**config.mk**
```make
export PLATFORM = sky130hd
export DESIGN_NAME = dm_arbiter_flat
export DESIGN_NICKNAME = d
export VERILOG_FILES = /design/src/rtl/dm_arbiter_if.sv /design/src/rtl/dm_arbiter.sv /design/src/flat_wrapper.sv
export SDC_FILE = /design/constraint.sdc
export NUM_CORES = 1
export LEC_CHECK = 0
export CORE_MARGIN = 1
export CORE_UTILIZATION = 37
export CTS_CLUSTER_DIAMETER = 150
export DETAILED_ROUTE_END_ITERATION = 8
export PLACE_DENSITY_LB_ADDON = 0.05
export SYNTH_ARGS = -nofsm -noshare
export SYNTH_HDL_FRONTEND = slang
export SYNTH_SLANG_ARGS = --single-unit
```
**constraint.sdc**
```tcl
create_clock -name clk -period 1.85 [get_ports clk]
set_input_delay 0.2775 -clock clk [delete_from_list [all_inputs] [get_ports clk]]
set_output_delay 0.2775 -clock clk [all_outputs]
set_load 0.05 [all_outputs]
```
**src/rtl/dm_arbiter_if.sv**
```systemverilog
// Requester and RAM-side signal bundle for the data-memory arbiter.
// slave = arbiter view, master = requesters + RAM view.
interface dm_arbiter_if #(parameter int ADDR_W = 13);
  logic              req0, req1, we0, we1;
  logic [31:0]       addr0, addr1, wd0, wd1;
  logic [3:0]        be0, be1;
  logic              gnt0, gnt1, ack0, ack1;
  logic [31:0]       rd0, rd1;
  logic [ADDR_W-1:0] mem_addr;
  logic [3:0]        mem_we;
  logic [31:0]       mem_wd, mem_rd;
  logic              busy;

  modport slave (
    input  req0, req1, we0, we1, addr0, addr1, wd0, wd1, be0, be1, mem_rd,
    output gnt0, gnt1, ack0, ack1, rd0, rd1, mem_addr, mem_we, mem_wd, busy
  );
  modport master (
    output req0, req1, we0, we1, addr0, addr1, wd0, wd1, be0, be1, mem_rd,
    input  gnt0, gnt1, ack0, ack1, rd0, rd1, mem_addr, mem_we, mem_wd, busy
  );
endinterface

```
**src/rtl/dm_arbiter.sv**
```systemverilog
// Two-port arbiter/sequencer for a byte-enabled, 1-cycle synchronous-read
// data RAM. One transaction in flight; round-robin or fixed priority.
module dm_arbiter #(
  parameter int ADDR_W       = 13,
  parameter int PRIO_MODE    = 0,
  parameter int STARVE_LIMIT = 4
) (
  input  logic         clk,
  input  logic         reset,
  dm_arbiter_if.slave  bus
);
  typedef enum logic [1:0] {IDLE, ISSUE, WAIT, RESP} state_e;

  state_e            state_q, state_d;
  logic              owner_q, we_q;
  logic              rr_last_q, rr_last_d;
  logic [3:0]        starve_q, starve_d;
  logic [ADDR_W-1:0] addr_q;
  logic [31:0]       wd_q, rd0_q, rd1_q;
  logic [3:0]        be_q;
  logic              grant, win;

  // win = 1 selects port 1
  always_comb begin : arb
    win = 1'b0;
    if (PRIO_MODE == 0) win = bus.req1 & (~bus.req0 | ~rr_last_q);
    else                win = bus.req1 & (~bus.req0 | (starve_q >= 4'(STARVE_LIMIT)));
  end

  always_comb begin : fsm
    state_d     = state_q;
    grant       = 1'b0;
    rr_last_d   = rr_last_q;
    starve_d    = starve_q;
    bus.gnt0    = 1'b0;
    bus.gnt1    = 1'b0;
    bus.ack0    = 1'b0;
    bus.ack1    = 1'b0;
    bus.mem_we  = 4'b0000;
    case (state_q)
      IDLE: if (bus.req0 | bus.req1) begin
        grant     = 1'b1;
        bus.gnt0  = ~win;
        bus.gnt1  = win;
        rr_last_d = win;
        state_d   = ISSUE;
      end
      ISSUE: begin
        bus.mem_we = we_q ? be_q : 4'b0000;
        if (we_q) begin
          bus.ack0 = ~owner_q;
          bus.ack1 = owner_q;
          state_d  = IDLE;
        end else begin
          state_d  = WAIT;
        end
      end
      WAIT: state_d = RESP;
      RESP: begin
        bus.ack0 = ~owner_q;
        bus.ack1 = owner_q;
        state_d  = IDLE;
      end
      default: state_d = IDLE;
    endcase
    if (!bus.req1)
      starve_d = 4'd0;
    else if (grant && !win)
      starve_d = (starve_q < 4'(STARVE_LIMIT)) ? starve_q + 4'd1 : starve_q;
    else if (grant && win)
      starve_d = 4'd0;
    // the abort cycle must not leak a strobe onto the RAM or requesters
    if (reset) begin
      bus.gnt0   = 1'b0;
      bus.gnt1   = 1'b0;
      bus.ack0   = 1'b0;
      bus.ack1   = 1'b0;
      bus.mem_we = 4'b0000;
    end
  end

  always_ff @(posedge clk) begin
    if (reset) begin
      state_q   <= IDLE;
      owner_q   <= 1'b0;
      we_q      <= 1'b0;
      addr_q    <= '0;
      wd_q      <= '0;
      be_q      <= '0;
      rd0_q     <= '0;
      rd1_q     <= '0;
      rr_last_q <= 1'b1;
      starve_q  <= '0;
    end else begin
      state_q   <= state_d;
      rr_last_q <= rr_last_d;
      starve_q  <= starve_d;
      if (grant) begin
        owner_q <= win;
        we_q    <= win ? bus.we1 : bus.we0;
        addr_q  <= win ? bus.addr1[ADDR_W+1:2] : bus.addr0[ADDR_W+1:2];
        wd_q    <= win ? bus.wd1 : bus.wd0;
        be_q    <= win ? bus.be1 : bus.be0;
      end
      if (state_q == WAIT) begin
        if (owner_q) rd1_q <= bus.mem_rd;
        else         rd0_q <= bus.mem_rd;
      end
    end
  end

  assign bus.mem_addr = addr_q;
  assign bus.mem_wd   = wd_q;
  assign bus.rd0      = rd0_q;
  assign bus.rd1      = rd1_q;
  assign bus.busy     = (state_q != IDLE);

  logic unused_ok;
  assign unused_ok = ^{bus.addr0[1:0], bus.addr1[1:0],
                       bus.addr0[31:ADDR_W+2], bus.addr1[31:ADDR_W+2]};
endmodule
```
**src/flat_wrapper.sv**
```systemverilog
// flat-port wrapper written by rule: the top's interface ports become plain ports
module dm_arbiter_flat 
#(
  parameter int ADDR_W       = 13,
  parameter int PRIO_MODE    = 0,
  parameter int STARVE_LIMIT = 4
)
  (clk, reset, bus_req0, bus_req1, bus_we0, bus_we1, bus_addr0, bus_addr1, bus_wd0, bus_wd1, bus_be0, bus_be1, bus_mem_rd, bus_gnt0, bus_gnt1, bus_ack0, bus_ack1, bus_rd0, bus_rd1, bus_mem_addr, bus_mem_we, bus_mem_wd, bus_busy);
  dm_arbiter_if #(.ADDR_W(ADDR_W)) bus_i ();
  input  logic clk;
  input  logic reset;
  input wire logic [$bits(bus_i.req0)-1:0] bus_req0;
  input wire logic [$bits(bus_i.req1)-1:0] bus_req1;
  input wire logic [$bits(bus_i.we0)-1:0] bus_we0;
  input wire logic [$bits(bus_i.we1)-1:0] bus_we1;
  input wire logic [$bits(bus_i.addr0)-1:0] bus_addr0;
  input wire logic [$bits(bus_i.addr1)-1:0] bus_addr1;
  input wire logic [$bits(bus_i.wd0)-1:0] bus_wd0;
  input wire logic [$bits(bus_i.wd1)-1:0] bus_wd1;
  input wire logic [$bits(bus_i.be0)-1:0] bus_be0;
  input wire logic [$bits(bus_i.be1)-1:0] bus_be1;
  input wire logic [$bits(bus_i.mem_rd)-1:0] bus_mem_rd;
  output wire logic [$bits(bus_i.gnt0)-1:0] bus_gnt0;
  output wire logic [$bits(bus_i.gnt1)-1:0] bus_gnt1;
  output wire logic [$bits(bus_i.ack0)-1:0] bus_ack0;
  output wire logic [$bits(bus_i.ack1)-1:0] bus_ack1;
  output wire logic [$bits(bus_i.rd0)-1:0] bus_rd0;
  output wire logic [$bits(bus_i.rd1)-1:0] bus_rd1;
  output wire logic [$bits(bus_i.mem_addr)-1:0] bus_mem_addr;
  output wire logic [$bits(bus_i.mem_we)-1:0] bus_mem_we;
  output wire logic [$bits(bus_i.mem_wd)-1:0] bus_mem_wd;
  output wire logic [$bits(bus_i.busy)-1:0] bus_busy;
  assign bus_i.req0 = bus_req0;
  assign bus_i.req1 = bus_req1;
  assign bus_i.we0 = bus_we0;
  assign bus_i.we1 = bus_we1;
  assign bus_i.addr0 = bus_addr0;
  assign bus_i.addr1 = bus_addr1;
  assign bus_i.wd0 = bus_wd0;
  assign bus_i.wd1 = bus_wd1;
  assign bus_i.be0 = bus_be0;
  assign bus_i.be1 = bus_be1;
  assign bus_i.mem_rd = bus_mem_rd;
  assign bus_gnt0 = bus_i.gnt0;
  assign bus_gnt1 = bus_i.gnt1;
  assign bus_ack0 = bus_i.ack0;
  assign bus_ack1 = bus_i.ack1;
  assign bus_rd0 = bus_i.rd0;
  assign bus_rd1 = bus_i.rd1;
  assign bus_mem_addr = bus_i.mem_addr;
  assign bus_mem_we = bus_i.mem_we;
  assign bus_mem_wd = bus_i.mem_wd;
  assign bus_busy = bus_i.busy;
  dm_arbiter #(.ADDR_W(ADDR_W), .PRIO_MODE(PRIO_MODE), .STARVE_LIMIT(STARVE_LIMIT)) u_core (.clk(clk), .reset(reset), .bus(bus_i));
endmodule
```
# == Word level (Yosys, flattened, before mapping) ==
# Index checks and enable logic that the tools add are counted.
# classes
eq_ne,4
n_mux,24
n_bitwise,7
reduce_logical,5
# op_table
operator,n
$mux 32,1
$mux 4,4
$mux 1,13
$mux 13,1
$pmux 2 s4,1
$reduce_and 2->1,3
$eq 2x2->1 const B,2
$mux 2,2
$not 1->1,4
$pmux 1 s2,2
$eq 2x1->1 const B,1
$logic_not 2->1,1
$ne 2x1->1 const B,1
$or 1x1->1,2
$reduce_bool 2->1,1
$and 1x1->1,1
# word_totals
ff_bits,118
inputBits,174
output_inout_bits,118
wordCells,49

# == Logic depth before layout (Yosys ltp) ==
# depth
word_depth,7
depth_mapped,6
mapped_depth_nobuf,4

# == Least setup slack after synthesis ==
# No wires, ideal clock.
# synth_timing
path_type,in2out
startpoint,input port reset
endpoint,output port bus_ack0
arrival_time_ps,2284
t_required_ps,1572
setup_slack_ps,-711
path_stages,3
path_buffers,2
path_cell_list,buf_2 -> buf_1 -> nor4b_1
# synth_via
elab_chain_cells,1
# synth_rtl
item,line_no,source
start: declaration,flat_wrapper.sv:11,input logic reset;
$mux 1,dm_arbiter.sv:73,if (reset) begin
end: declaration,flat_wrapper.sv:25,output wire logic [$bits(bus_i.ack0)-1:0] bus_ack0;
# No other way between the ends.

# == Final worst setup path ==
# layout_timing
startpoint,register u_core.state_q[0]
endpoint,output port bus_mem_we[1]
# layout_via
elab_chain_cells,3
# layout_rtl
item,line_no,source
start: declaration,dm_arbiter.sv:14,"state_e state_q, state_d;"
start signal: assignment,dm_arbiter.sv:95,state_q <= state_d;
$eq 2x1->1,dm_arbiter.sv:40,case (state_q)
$mux 4,dm_arbiter.sv:40,
$mux 4,dm_arbiter.sv:73,
end: declaration,flat_wrapper.sv:30,output wire logic [$bits(bus_i.mem_we)-1:0] bus_mem_we;
# No other way between the ends.

==> results_tabular.tex <==
\begin{tabular}{lr}
\hline
Metric & Value \\
\hline
\multicolumn{2}{l}{\textbf{STA}} \\
Post-route clock skew & 0.00808 ns \\
Final period utilization & 99.4\% \\
Slew at the pin closest to its max-slew limit & 0.605 ns \\
Hold Fails Final Rpt & 0 \\
Maximum clock rate & 544 MHz \\
Post-layout minimum cycle time & 1.84 ns \\
Setup repair after global routing missed its margin & true \\
Pins over their slew limit & 0 \\
Final-report setup violation count & 0 \\
Relative slew slack & 59.5\% \\
\multicolumn{2}{l}{\textbf{Setup path}} \\
Slowest cell on crit path & dfxtp\_4 \\
Startpoint kind of the worst setup timing path & register \\
Kind of end point of the critical path & primary output \\
Sequence of cells on the critical path & nor4bb\_4 -> buf\_4 -> and2\_1 -> buf\_12 \\
Startpoint of the worst register-to-register path & u\_core.rr\_last\_q \\
Worst stage delay on the critical path & between 0.3 and 0.4 ns \\
Family of cells with the greatest summed delay on the critical path & simple AND/OR/NAND/NOR gates \\
Crit path DAT & between 1.5 and 2 ns \\
Crit path kind & reg -> out \\
Crit path buf inv count & 2 \\
Maximum fanout along the worst path & 6 \\
Launch point of the worst path & u\_core.state\_q[0] \\
WP data required & 1.57 ns \\
\multicolumn{2}{l}{\textbf{Floorplanning}} \\
Area enclosed by the die boundary & 13100 µm² \\
Starting density of the core & approximately two fifths \\
Height of the die & 114 µm \\
Core ar. & 12200 µm² \\
Horizontal extent of the die & 114 µm \\
Top-level port count & 292 \\
Num rows & 40 \\
\multicolumn{2}{l}{\textbf{Cells and area}} \\
Share of layout cells above drive strength 1 & approximately 13\% \\
Cell area after layout & 8380 µm² \\
NumNets Final & 973 \\
Antenna cell count & 0 \\
Area delta synth->final & 79.7\% \\
\multicolumn{2}{l}{\textbf{Min path}} \\
Worst hold start & reset \\
Class of the most critical hold timing path & in -> reg \\
\multicolumn{2}{l}{\textbf{Global route}} \\
Largest net degree at the start of global routing & 55 \\
Total grt overflow & 0 \\
GRT Overall Usage & 22.6\% \\
First-pass GRT wire length & 23.2 mm \\
Via count of the first global-routing pass & 4876 \\
Initial antenna violation count & 0 \\
\multicolumn{2}{l}{\textbf{Routing}} \\
Remaining routing DRC violations & 0 \\
Routed length per placed instance & 15.4 µm \\
Vias per Instance & 5.01 \\
Final routed wirelength across all metal layers & 15.1 mm \\
Vias & 4909 \\
DRT Pass-1 Iters & 4 \\
Iter 0 DRT Violations & 285 \\
Post-DRT Antenna Nets & 0 \\
\multicolumn{2}{l}{\textbf{CTS}} \\
Clock buffer depth & 2 \\
H-tree depth reported by CTS & 4 \\
CTS tree & done \\
Num CTS Buffers & 17 \\
Hold-fix buffers at CTS & 0 \\
Cell at the root of the clock tree & clkbuf\_16 \\
Clock sink count & between 100 and 150 \\
Worst-path clk slew & 0.05 ns \\
Clock latency at the later pin of the worst-skew pair & approximately 0.40 ns \\
\multicolumn{2}{l}{\textbf{Placed design}} \\
Buffers added on ports & 253 \\
RD Place Congestion & 0.782 \\
Post-DP HPWL & between 10 and 15 mm \\
Post-Place Cell Area & 7440 µm² \\
\multicolumn{2}{l}{\textbf{Logic synthesis}} \\
Combined area of all synthesized cells & 4660 µm² \\
Simple-gate share of the synthesized area & 21.3\% \\
Top cells by count, synth & nand2\_1, dfxtp\_1, a21oi\_1 \\
Main flop type after synthesis & dfxtp\_1 \\
Post-synthesis compound-gate area fraction & a little under a fifth \\
Cell types occupying the most area after synthesis & dfxtp\_1, nand2\_1, a221o\_1, a21oi\_1, nor3\_1 \\
Post-synth EDFFs & 0 \\
Most numerous cell in the Yosys netlist & nand2\_1 \\
Main combinational cell family by area after synthesis & simple AND/OR/NAND/NOR gates \\
Area share of the largest cell type after synthesis & 50.6\% \\
Net count after synthesis & between 700 and 800 \\
Warnings, synthesis & 0 \\
Adder and majority cell fraction of the synthesized area & 0\% \\
Proportion of synthesized flip-flops having asynchronous set or reset & 0\% \\
Xor and xnor area share after synthesis & 0\% \\
Synth Register Bits & 118 \\
Cell taking the most area after synthesis & dfxtp\_1 \\
Syn\_area\_per\_cell & $\sim$8.5 µm² \\
Share of cell area taken by muxes after synthesis & less than 1\% \\
Number of library cell types mapped by synthesis & 35 \\
Mapped Cells & 552 \\
Sequential share of the synthesized area & 50.6\% \\
\multicolumn{2}{l}{\textbf{Power}} \\
Post-layout total power & $\sim$8.4 mW \\
Total power per unit cell area & 998 nW/µm² \\
Pleak & 4.10 nW \\
Largest voltage drop on the vdd net & 0.508 mV \\
\multicolumn{2}{l}{\textbf{Outcome}} \\
Outcome & finished, final reports clean \\
\multicolumn{2}{l}{\textbf{Job}} \\
Max capacitance violation total & 0 \\
\hline
\end{tabular}
## kinds of logic (layout without fill, tap and decap cells)
family                 count (synthesis)  after routing
AND/OR/NAND/NOR                      213            213
buffers and inverters                 90            350
flip-flops                           118            118
multiplexers                           1              1
AO/OA/AOI/OAI                        130            130
## worst reg2reg max path, cell delays in order (launching register included)
cell and delay (ns):
dfxtp_1 0.34, nand2b_1 0.17, and4b_2 0.29, buf_4 0.14, bufbuf_16 0.28, a221o_1 0.35
## cell type report
| class | count | area (µm²) |
|---|---|---|
| fill | 1012 | 3780 |
| timing repair buffer | 278 | 3010 |
| sequential | 118 | 2370 |
| multi-input combinational | 344 | 1960 |
| clock buffer | 21 | 480 |
| tap | 168 | 210 |
| clock inverter | 11 | 194 |
| inverter | 40 | 151 |
## placed cells by master, fill, tap and decap left out, types with 2 or more instances in the layout
master,count
a21oi_1,67
a221o_1,39
a311oi_1,3
a31oi_1,8
and2_1,3
buf_12,14
buf_4,26
bufinv_16,5
clkbuf_16,18
clkbuf_8,4
clkdlybuf4s50_1,168
clkinv_2,2
clkinvlp_4,4
dfxtp_1,115
dfxtp_4,2
dlygate4sd2_1,12
dlymetal6s2s_1,54
inv_1,39
nand2_1,135
nand3_1,8
nand4_1,8
nor2_1,5
nor2_4,2
nor3_1,30
nor3_2,10
nor4bb_4,2
o21ai_0,8
## through the flow
stage / setup WS [ns] / setup TNS (ns) / instances / hold WS, ns / utilization, %
global placement: 0.00495 / 0 / 944 / 0.441 / 61.2
floorplan: -0.0289 / -0.0289 / 552 / 0.414 / -
detailed placement: -0.109 / -0.377 / 944 / 0.448 / 61.2
CTS: -0.00655 / -0.00655 / 977 / 0.241 / 67.1
global route: -0.0519 / -0.165 / 980 / 0.341 / 68.9
finish: 0.0119 / 0 / 980 / 0.298 / 68.9
## power by group
group | internal [mW] | switching (mW) | total, mW
logic | 0.770 | 1.07 | 1.84
clock network | 2.54 | 1.16 | 3.70
registers | 2.72 | 0.106 | 2.83
total | 6.03 | 2.34 | 8.37
## path summary, 6_finish.rpt
check | endpoint | slack, ns | depth (start not counted)
hold reg to reg | u_core.bus.rd1[20] | 0.45 | 2
setup reg to reg | u_core.bus.mem_wd[22] | 0.17 | 5
setup / recovery | bus_mem_we[1] | 0.01 | 4
hold / removal | u_core.bus.mem_addr[4] | 0.30 | 2
## metal layers
layer	part of all wire [%]	track usage, %
met3	6.9	6.09
met1	40	25.1
met5	0	0
met4	2.0	9.18
met2	51	40.7
## state kept, by name, summed over array words and instances, names as in the netlist, named ones only
signal	flops
u_core.bus.rd0	32
u_core.bus.mem_addr	13
u_core.bus.mem_wd	32
u_core.bus.rd1	32
u_core.owner_q	1
u_core.state_q	1
u_core.we_q	1
u_core.rr_last_q	1
u_core.be_q	4
## repair_timing
item,in CTS,in global routing
pin swaps,1,3
resized for setup,19,66
gates cloned,1,1
buffers inserted,0,2
setup endpoints to repair,19,62
Note: power is estimated with default switching activity, not from simulation.
